File: src/rtl/shiftreg_rw_if.sv
// Bus between the configuration shift-register engine and its user/chip pins.
// The master side drives the request and the chip's serial return; the slave is the engine.
interface shiftreg_rw_if #(
    parameter int unsigned DATA_WIDTH = 170,
    parameter int unsigned DIV_WIDTH  = 8
);
    logic                  start;
    logic [DIV_WIDTH-1:0]  clk_div;
    logic [DATA_WIDTH-1:0] data_wr;
    logic                  sr_dout;
    logic                  sr_clk;
    logic                  sr_din;
    logic                  sr_load;
    logic                  busy;
    logic                  valid;
    logic [DATA_WIDTH-1:0] data_rd;

    modport master (
        output start, clk_div, data_wr, sr_dout,
        input  sr_clk, sr_din, sr_load, busy, valid, data_rd
    );

    modport slave (
        input  start, clk_div, data_wr, sr_dout,
        output sr_clk, sr_din, sr_load, busy, valid, data_rd
    );
endinterface

File: src/rtl/shiftreg_rw_engine.sv
// Serial read/write engine: shifts a word MSB-first into the chip while capturing
// the returned bits, strobes the chip latch, then presents the readback word.
module shiftreg_rw_engine #(
    parameter int unsigned DATA_WIDTH = 170,
    parameter int unsigned DIV_WIDTH  = 8,
    parameter int unsigned CNT_WIDTH  = 8
) (
    input  logic            clk,
    input  logic            rst,
    shiftreg_rw_if.slave    bus
);

    typedef enum logic [2:0] {
        IDLE,
        SHIFT_LO,
        SHIFT_HI,
        LOAD,
        DONE
    } state_t;

    state_t                state;
    logic [DATA_WIDTH-1:0] sreg;
    logic [CNT_WIDTH-1:0]  bit_cnt;
    logic [DIV_WIDTH-1:0]  div_cnt;
    logic [DIV_WIDTH-1:0]  half_m1;
    logic                  phase_end;

    // Outputs are registered from the next-state decision so they line up with the state.
    assign phase_end = (div_cnt == half_m1);

    always_ff @(posedge clk) begin
        if (!rst) begin
            state        <= IDLE;
            sreg         <= '0;
            bit_cnt      <= '0;
            div_cnt      <= '0;
            half_m1      <= '0;
            bus.sr_clk   <= 1'b0;
            bus.sr_din   <= 1'b0;
            bus.sr_load  <= 1'b0;
            bus.busy     <= 1'b0;
            bus.valid    <= 1'b0;
            bus.data_rd  <= '0;
        end else begin
            bus.valid <= 1'b0;
            case (state)
                IDLE: begin
                    bus.sr_clk  <= 1'b0;
                    bus.sr_din  <= 1'b0;
                    bus.sr_load <= 1'b0;
                    bus.busy    <= 1'b0;
                    if (bus.start) begin
                        sreg       <= bus.data_wr;
                        half_m1    <= bus.clk_div;
                        bit_cnt    <= CNT_WIDTH'(DATA_WIDTH);
                        div_cnt    <= '0;
                        bus.busy   <= 1'b1;
                        bus.sr_din <= bus.data_wr[DATA_WIDTH-1];
                        state      <= SHIFT_LO;
                    end
                end

                // Capture the chip's bit at the end of the low phase, just before sr_clk rises.
                SHIFT_LO: begin
                    if (phase_end) begin
                        div_cnt    <= '0;
                        sreg       <= {sreg[DATA_WIDTH-2:0], bus.sr_dout};
                        bus.sr_clk <= 1'b1;
                        state      <= SHIFT_HI;
                    end else begin
                        div_cnt <= div_cnt + DIV_WIDTH'(1);
                    end
                end

                SHIFT_HI: begin
                    if (phase_end) begin
                        div_cnt    <= '0;
                        bit_cnt    <= bit_cnt - CNT_WIDTH'(1);
                        bus.sr_clk <= 1'b0;
                        if (bit_cnt == CNT_WIDTH'(1)) begin
                            bus.sr_load <= 1'b1;
                            state       <= LOAD;
                        end else begin
                            bus.sr_din <= sreg[DATA_WIDTH-1];
                            state      <= SHIFT_LO;
                        end
                    end else begin
                        div_cnt <= div_cnt + DIV_WIDTH'(1);
                    end
                end

                LOAD: begin
                    if (phase_end) begin
                        div_cnt     <= '0;
                        bus.sr_load <= 1'b0;
                        bus.valid   <= 1'b1;
                        bus.data_rd <= sreg;
                        state       <= DONE;
                    end else begin
                        div_cnt <= div_cnt + DIV_WIDTH'(1);
                    end
                end

                DONE: begin
                    bus.busy   <= 1'b0;
                    bus.sr_din <= 1'b0;
                    state      <= IDLE;
                end

                default: begin
                    state <= IDLE;
                end
            endcase
        end
    end

endmodule

File: src/flat_wrapper.sv
// flat-port wrapper written by rule: the top's interface ports become plain ports
module shiftreg_rw_engine_flat 
#(
    parameter int unsigned DATA_WIDTH = 170,
    parameter int unsigned DIV_WIDTH  = 8,
    parameter int unsigned CNT_WIDTH  = 8
)
  (clk, rst, bus_start, bus_clk_div, bus_data_wr, bus_sr_dout, bus_sr_clk, bus_sr_din, bus_sr_load, bus_busy, bus_valid, bus_data_rd);
  shiftreg_rw_if #(.DATA_WIDTH(DATA_WIDTH), .DIV_WIDTH(DIV_WIDTH)) bus_i ();
  input  logic clk;
  input  logic rst;
  input wire logic [$bits(bus_i.start)-1:0] bus_start;
  input wire logic [$bits(bus_i.clk_div)-1:0] bus_clk_div;
  input wire logic [$bits(bus_i.data_wr)-1:0] bus_data_wr;
  input wire logic [$bits(bus_i.sr_dout)-1:0] bus_sr_dout;
  output wire logic [$bits(bus_i.sr_clk)-1:0] bus_sr_clk;
  output wire logic [$bits(bus_i.sr_din)-1:0] bus_sr_din;
  output wire logic [$bits(bus_i.sr_load)-1:0] bus_sr_load;
  output wire logic [$bits(bus_i.busy)-1:0] bus_busy;
  output wire logic [$bits(bus_i.valid)-1:0] bus_valid;
  output wire logic [$bits(bus_i.data_rd)-1:0] bus_data_rd;
  assign bus_i.start = bus_start;
  assign bus_i.clk_div = bus_clk_div;
  assign bus_i.data_wr = bus_data_wr;
  assign bus_i.sr_dout = bus_sr_dout;
  assign bus_sr_clk = bus_i.sr_clk;
  assign bus_sr_din = bus_i.sr_din;
  assign bus_sr_load = bus_i.sr_load;
  assign bus_busy = bus_i.busy;
  assign bus_valid = bus_i.valid;
  assign bus_data_rd = bus_i.data_rd;
  shiftreg_rw_engine #(.DATA_WIDTH(DATA_WIDTH), .DIV_WIDTH(DIV_WIDTH), .CNT_WIDTH(CNT_WIDTH)) u_core (.clk(clk), .rst(rst), .bus(bus_i));
endmodule
File: config.mk
export PLATFORM = sky130hd
export DESIGN_NAME = shiftreg_rw_engine_flat
export DESIGN_NICKNAME = d
export VERILOG_FILES = /design/src/rtl/shiftreg_rw_if.sv /design/src/rtl/shiftreg_rw_engine.sv /design/src/flat_wrapper.sv
export SDC_FILE = /design/constraint.sdc
export NUM_CORES = 1
export LEC_CHECK = 0
export ABC_AREA = 1
export CORE_ASPECT_RATIO = 1.4
export CORE_MARGIN = 3
export CORE_UTILIZATION = 45
export DETAILED_ROUTE_END_ITERATION = 6
export PLACE_DENSITY = 0.76
export SYNTH_ARGS = -nofsm -noshare
export SYNTH_HDL_FRONTEND = slang
export SYNTH_SLANG_ARGS = --single-unit
File: constraint.sdc
create_clock -name clk -period 1.7 [get_ports clk]
set_clock_uncertainty 0.1 [all_clocks]
set_input_delay 0.255 -clock clk [delete_from_list [all_inputs] [get_ports clk]]
set_output_delay 0.255 -clock clk [all_outputs]
set_load 0.01 [all_outputs]
==> results of run 1 <==
## cell usage in the layout, fill, tap and decap left out, drive strengths merged, types with 6 or more instances in the layout
cell type | netlist | routed
dfxtp | 372 | 372
buf | 52 | 168
clkinv | 0 | 6
a21oi | 366 | 366
nor2 | 42 | 42
clkdlybuf4s50 | 0 | 289
nand3 | 186 | 186
o21ai | 186 | 186
diode | 0 | 6
dlymetal6s2s | 0 | 20
inv | 200 | 201
dlygate4sd2 | 0 | 46
nand2 | 754 | 757
clkbuf | 120 | 66
## flip-flops by register name, indices dropped and copies added (netlist names)
name                cells
u_core.sreg           170
u_core.bus.busy         1
u_core.bit_cnt          8
u_core.state            3
u_core.bus.sr_load      1
u_core.div_cnt          8
u_core.half_m1          8
u_core.bus.data_rd    170
u_core.bus.valid        1
u_core.bus.sr_din       1
u_core.bus.sr_clk       1
## per-layer routing
| metal | track usage (%) | part of all wire (%) | routed length [microns] | up-vias |
|---|---|---|---|---|
| met4 | 19.0 | 7.7 | 5080 | 4 |
| li1 | - | - | - | 8204 |
| met2 | 52.3 | 48 | 31900 | 1262 |
| met5 | 0 | 0.039 | 26 | - |
| met1 | 34.9 | 34 | 22700 | 8673 |
| met3 | 6.15 | 9.7 | 6400 | 376 |
## worst max-delay path: stages, from the launching register on
cell and delay (ns):
sky130_fd_sc_hd__dfxtp_1 0.32, sky130_fd_sc_hd__xnor2_1 0.22, sky130_fd_sc_hd__nand2_2 0.12, sky130_fd_sc_hd__nor2_4 0.17, sky130_fd_sc_hd__nand3_4 0.13, sky130_fd_sc_hd__buf_12 0.17, sky130_fd_sc_hd__nand2_8 0.14, sky130_fd_sc_hd__buf_12 0.14
sky130_fd_sc_hd__buf_16 0.13, sky130_fd_sc_hd__nand2_4 0.05, sky130_fd_sc_hd__a21oi_2 0.16
## kinds of logic (layout without fill, tap and decap cells)
group,count (synthesis),after routing,synth area share (%)
compound gates,553,553,17.6
xor+xnor,7,7,0.389
fa+ha+maj,3,3,0.238
buf+inv,372,805,9.44
flops,372,372,47.2
other cells,0,6,0
simple gates,987,990,25.2
## worst paths after layout
check / slack [ns] / cells past startpoint / end
worst max-delay path: -0.26 / 10 / u_core.sreg[3]
worst min-delay path: 0.05 / 3 / u_core.bus.valid
worst max register to register: -0.26 / 10 / u_core.sreg[3]
worst min register to register: 0.34 / 2 / u_core.bus.data_rd[64]
## layout make-up
type,instances,area (sq um),area share [%]
clock buffer,55,1120,4.42
sequential,372,7470,29.5
timing repair buffer,537,6560,26.0
clock inverter,13,174,0.688
multi-input combinational,1553,8610,34.1
inverter,200,761,3.01
tap,451,564,2.23
antenna,6,15.0,0.0594
## repair_timing
action,CTS,global route
cloned,38,18
endpoints found under the hold margin,0,0
hold buffers,0,0
setup endpoints to repair,523,495
pin swaps,63,95
buffers inserted,30,13
resized for setup,338,405
## power groups by stage
stage	clock network (W)	registers (W)	logic, W
CTS	0.00879	0.0114	0.0132
floorplan	0	0.0113	0.00571
detailed placement	0	0.0115	0.00956
finish	0.00879	0.0116	0.0152
global route	0.00916	0.0117	0.0160
global placement	0	0.0114	0.00936
## metrics by stage
stage	setup slack (ns)	power [W]	hold slack, ns	TNS, ns
after floorplan	0.0559	0.0170	0.319	0
after global placement	-0.233	0.0208	0.331	-44.95
after detailed placement	-0.282	0.0210	0.334	-55.45
after CTS	-0.176	0.0334	0.0345	-37.78
after global routing	-0.304	0.0369	0.0571	-75.62
final	-0.259	0.0356	0.0478	-52.11
==> report_table.html, run 1 <==
<table>
<tr><th>Metric</th><th>Value</th></tr>
<tr><th colspan="2">Power and ir drop</th></tr>
<tr><td>Maximum vdd ir drop</td><td>0.869 mV</td></tr>
<tr><td>Fraction of power consumed by sequential logic</td><td>32.7%</td></tr>
<tr><td>Fraction of power consumed by the clock network</td><td>roughly a quarter</td></tr>
<tr><td>Leakage dissipation</td><td>10.7 nW</td></tr>
<tr><td>Combinational Power Share</td><td>between 40 and 50%</td></tr>
<tr><td>Net switching power figure</td><td>around 0.014 W</td></tr>
<tr><td>Cell-internal power</td><td>0.0220 W</td></tr>
<tr><td>Power per standard cell area</td><td>1410 nW/um^2</td></tr>
<tr><td>Sw frac</td><td>between 30% and 40%</td></tr>
<tr><th colspan="2">Floorplan</th></tr>
<tr><td>Count of pins on the block boundary</td><td>approximately 360</td></tr>
<tr><td>X dimension of the die</td><td>164 microns</td></tr>
<tr><td>FP Rows</td><td>80</td></tr>
<tr><td>Die H</td><td>228 microns</td></tr>
<tr><td>Core area</td><td>34300 sq um</td></tr>
<tr><td>Initial Util</td><td>between 40% and 50%</td></tr>
<tr><td>Die Outline Area</td><td>between 30000 and 40000 sq um</td></tr>
<tr><th colspan="2">Final layout</th></tr>
<tr><td># fillers</td><td>2364</td></tr>
<tr><td>Final net count</td><td>just under 3k</td></tr>
<tr><td>Utilization of the core after routing</td><td>around three quarters</td></tr>
<tr><td>Layout cells sized above 1</td><td>22.6%</td></tr>
<tr><td>Count of non-filler cells in the finished layout</td><td>approximately 3.2k</td></tr>
<tr><td>Post-route cell area</td><td>25300 sq um</td></tr>
<tr><td>Relative area change from synthesis to final layout</td><td>60.1%</td></tr>
<tr><th colspan="2">Critical path</th></tr>
<tr><td>Critical Path Fanout Max</td><td>7</td></tr>
<tr><td>Setup crit start</td><td>u_core.half_m1[3]</td></tr>
<tr><td>Crit start category</td><td>flop</td></tr>
<tr><td>CP endpoint kind</td><td>flop</td></tr>
<tr><td>CP Data Required Time</td><td>2.07 ns</td></tr>
<tr><td>Worst setup path class</td><td>reg -&gt; reg</td></tr>
<tr><td>Arrival time worst endpoint</td><td>approximately 2.3 ns</td></tr>
<tr><td>Origin of the critical flop-to-flop path</td><td>u_core.half_m1[3]</td></tr>
<tr><th colspan="2">Drt</th></tr>
<tr><td>Drt first-iter violations</td><td>1931</td></tr>
<tr><td>Number of nets with antenna violations after routing</td><td>0</td></tr>
<tr><td>Wire length reported by the detailed router</td><td>approximately 66000 microns</td></tr>
<tr><td>Routed WL per cell</td><td>20.7 microns</td></tr>
<tr><td>Number of detailed-routing iterations run before antenna repair</td><td>6</td></tr>
<tr><td>DRC Markers</td><td>0</td></tr>
<tr><td>Vias per inst</td><td>between 5 and 6</td></tr>
<tr><td>DR vias</td><td>18.5k</td></tr>
<tr><th colspan="2">STA</th></tr>
<tr><td>Least-Margin Pin Slew</td><td>0.572 ns</td></tr>
<tr><td>Final setup vio count</td><td>459</td></tr>
<tr><td>Worst slew margin relative to its limit</td><td>61.8%</td></tr>
<tr><td>Final number of max-transition violations</td><td>0</td></tr>
<tr><td>Max Clk Rate</td><td>0.511 GHz</td></tr>
<tr><td>Crit path setup slack, layout</td><td>-0.259 ns</td></tr>
<tr><td>Share of the clock period used by the worst path after layout</td><td>115%</td></tr>
<tr><td>Post-route minimum period</td><td>1.96 ns</td></tr>
<tr><td>Setup repair after global routing missed its margin</td><td>yes</td></tr>
<tr><td>Count of endpoints failing hold in the final timing report</td><td>0</td></tr>
<tr><th colspan="2">Outcome</th></tr>
<tr><td>Result of the run</td><td>finished with violations</td></tr>
<tr><td>Violated checks</td><td>setup timing</td></tr>
<tr><th colspan="2">Yosys</th></tr>
<tr><td>Mapped cell area</td><td>15800 sq um</td></tr>
<tr><td>Share of Yosys cell area claimed by the top area cell type</td><td>47.2%</td></tr>
<tr><td>Top cells by instance count after synthesis</td><td>751 x sky130_fd_sc_hd__nand2_1, 372 x sky130_fd_sc_hd__dfxtp_1, 366 x sky130_fd_sc_hd__a21oi_1</td></tr>
<tr><td>Leading cell type by number of instances after synthesis</td><td>sky130_fd_sc_hd__nand2_1</td></tr>
<tr><td>Number of flip-flops and latches in the synthesized netlist</td><td>372</td></tr>
<tr><td>Library cells used by synthesis</td><td>25</td></tr>
<tr><td>Share of synthesized flip-flops with an asynchronous set or reset</td><td>0%</td></tr>
<tr><td>Cell accounting for the most synthesized area</td><td>sky130_fd_sc_hd__dfxtp_1</td></tr>
<tr><td>Warnings from Yosys</td><td>0</td></tr>
<tr><td>Sequential element share of the synthesized area</td><td>a little under half</td></tr>
<tr><td>Leading register cell type out of synthesis</td><td>sky130_fd_sc_hd__dfxtp_1</td></tr>
<tr><td>Number of synthesized flops with an enable pin</td><td>0</td></tr>
<tr><td>Synth Instances</td><td>2294</td></tr>
<tr><td>Cells taking the most area after synthesis</td><td>sky130_fd_sc_hd__dfxtp_1 47%, sky130_fd_sc_hd__nand2_1 18%, sky130_fd_sc_hd__a21oi_1 12%, sky130_fd_sc_hd__nand3_1 5.9%, sky130_fd_sc_hd__o21ai_0 5.9%</td></tr>
<tr><td>Synthesized net count</td><td>2479</td></tr>
<tr><td>Syn_area_per_cell</td><td>6.88 sq um</td></tr>
<tr><th colspan="2">GRT</th></tr>
<tr><td>Vias in the first global route</td><td>roughly 17k</td></tr>
<tr><td>Global-route wire length before repair</td><td>91200 microns</td></tr>
<tr><td>Antenna violations before repair</td><td>7</td></tr>
<tr><td>Total global-route track usage</td><td>30.6%</td></tr>
<tr><td>Maximum number of pins on one net before global-route repair</td><td>86</td></tr>
<tr><td>Gr ovfl total</td><td>0</td></tr>
<tr><th colspan="2">Place</th></tr>
<tr><td>Count of port buffers added during placement</td><td>356</td></tr>
<tr><td>Cells after DPL</td><td>3029</td></tr>
<tr><td>Final HPWL DP</td><td>31100 microns</td></tr>
<tr><td>Area after DPL</td><td>20400 sq um</td></tr>
<tr><td>RD Place Congestion</td><td>0.879</td></tr>
<tr><th colspan="2">Clock tree</th></tr>
<tr><td>Inserted Clock Buffers</td><td>37</td></tr>
<tr><td>Clk buf depth</td><td>3</td></tr>
<tr><td>Clock insertion delay at the later pin of the skew report</td><td>between 0.5 and 0.6 ns</td></tr>
<tr><td>Clock tree from TritonCTS</td><td>built</td></tr>
<tr><td>Library cell used as clock root buffer</td><td>sky130_fd_sc_hd__clkbuf_16</td></tr>
<tr><td>H-tree depth</td><td>2</td></tr>
<tr><td>Clock transition at path regs</td><td>~0.060 ns</td></tr>
<tr><td>Clk sink count</td><td>372</td></tr>
<tr><th colspan="2">Hold path</th></tr>
<tr><td>Source of the worst hold timing path</td><td>rst</td></tr>
<tr><td>Worst hold path type</td><td>in -&gt; reg</td></tr>
<tr><th colspan="2">Job</th></tr>
<tr><td>Number of max-cap violations</td><td>0</td></tr>
</table>
Power figures use the tool's default switching activity.
==> run 2: changes to the inputs <==
--- a/config.mk
+++ b/config.mk
@@ -6,6 +6,7 @@
 export NUM_CORES = 1
 export LEC_CHECK = 0
 export ABC_AREA = 1
+export ABC_CLOCK_PERIOD_IN_PS = 1700
 export CORE_ASPECT_RATIO = 1.4
 export CORE_MARGIN = 3
 export CORE_UTILIZATION = 45
==> results of run 2 <==
Final layout, timing and power as in run 1 (identical DEF).
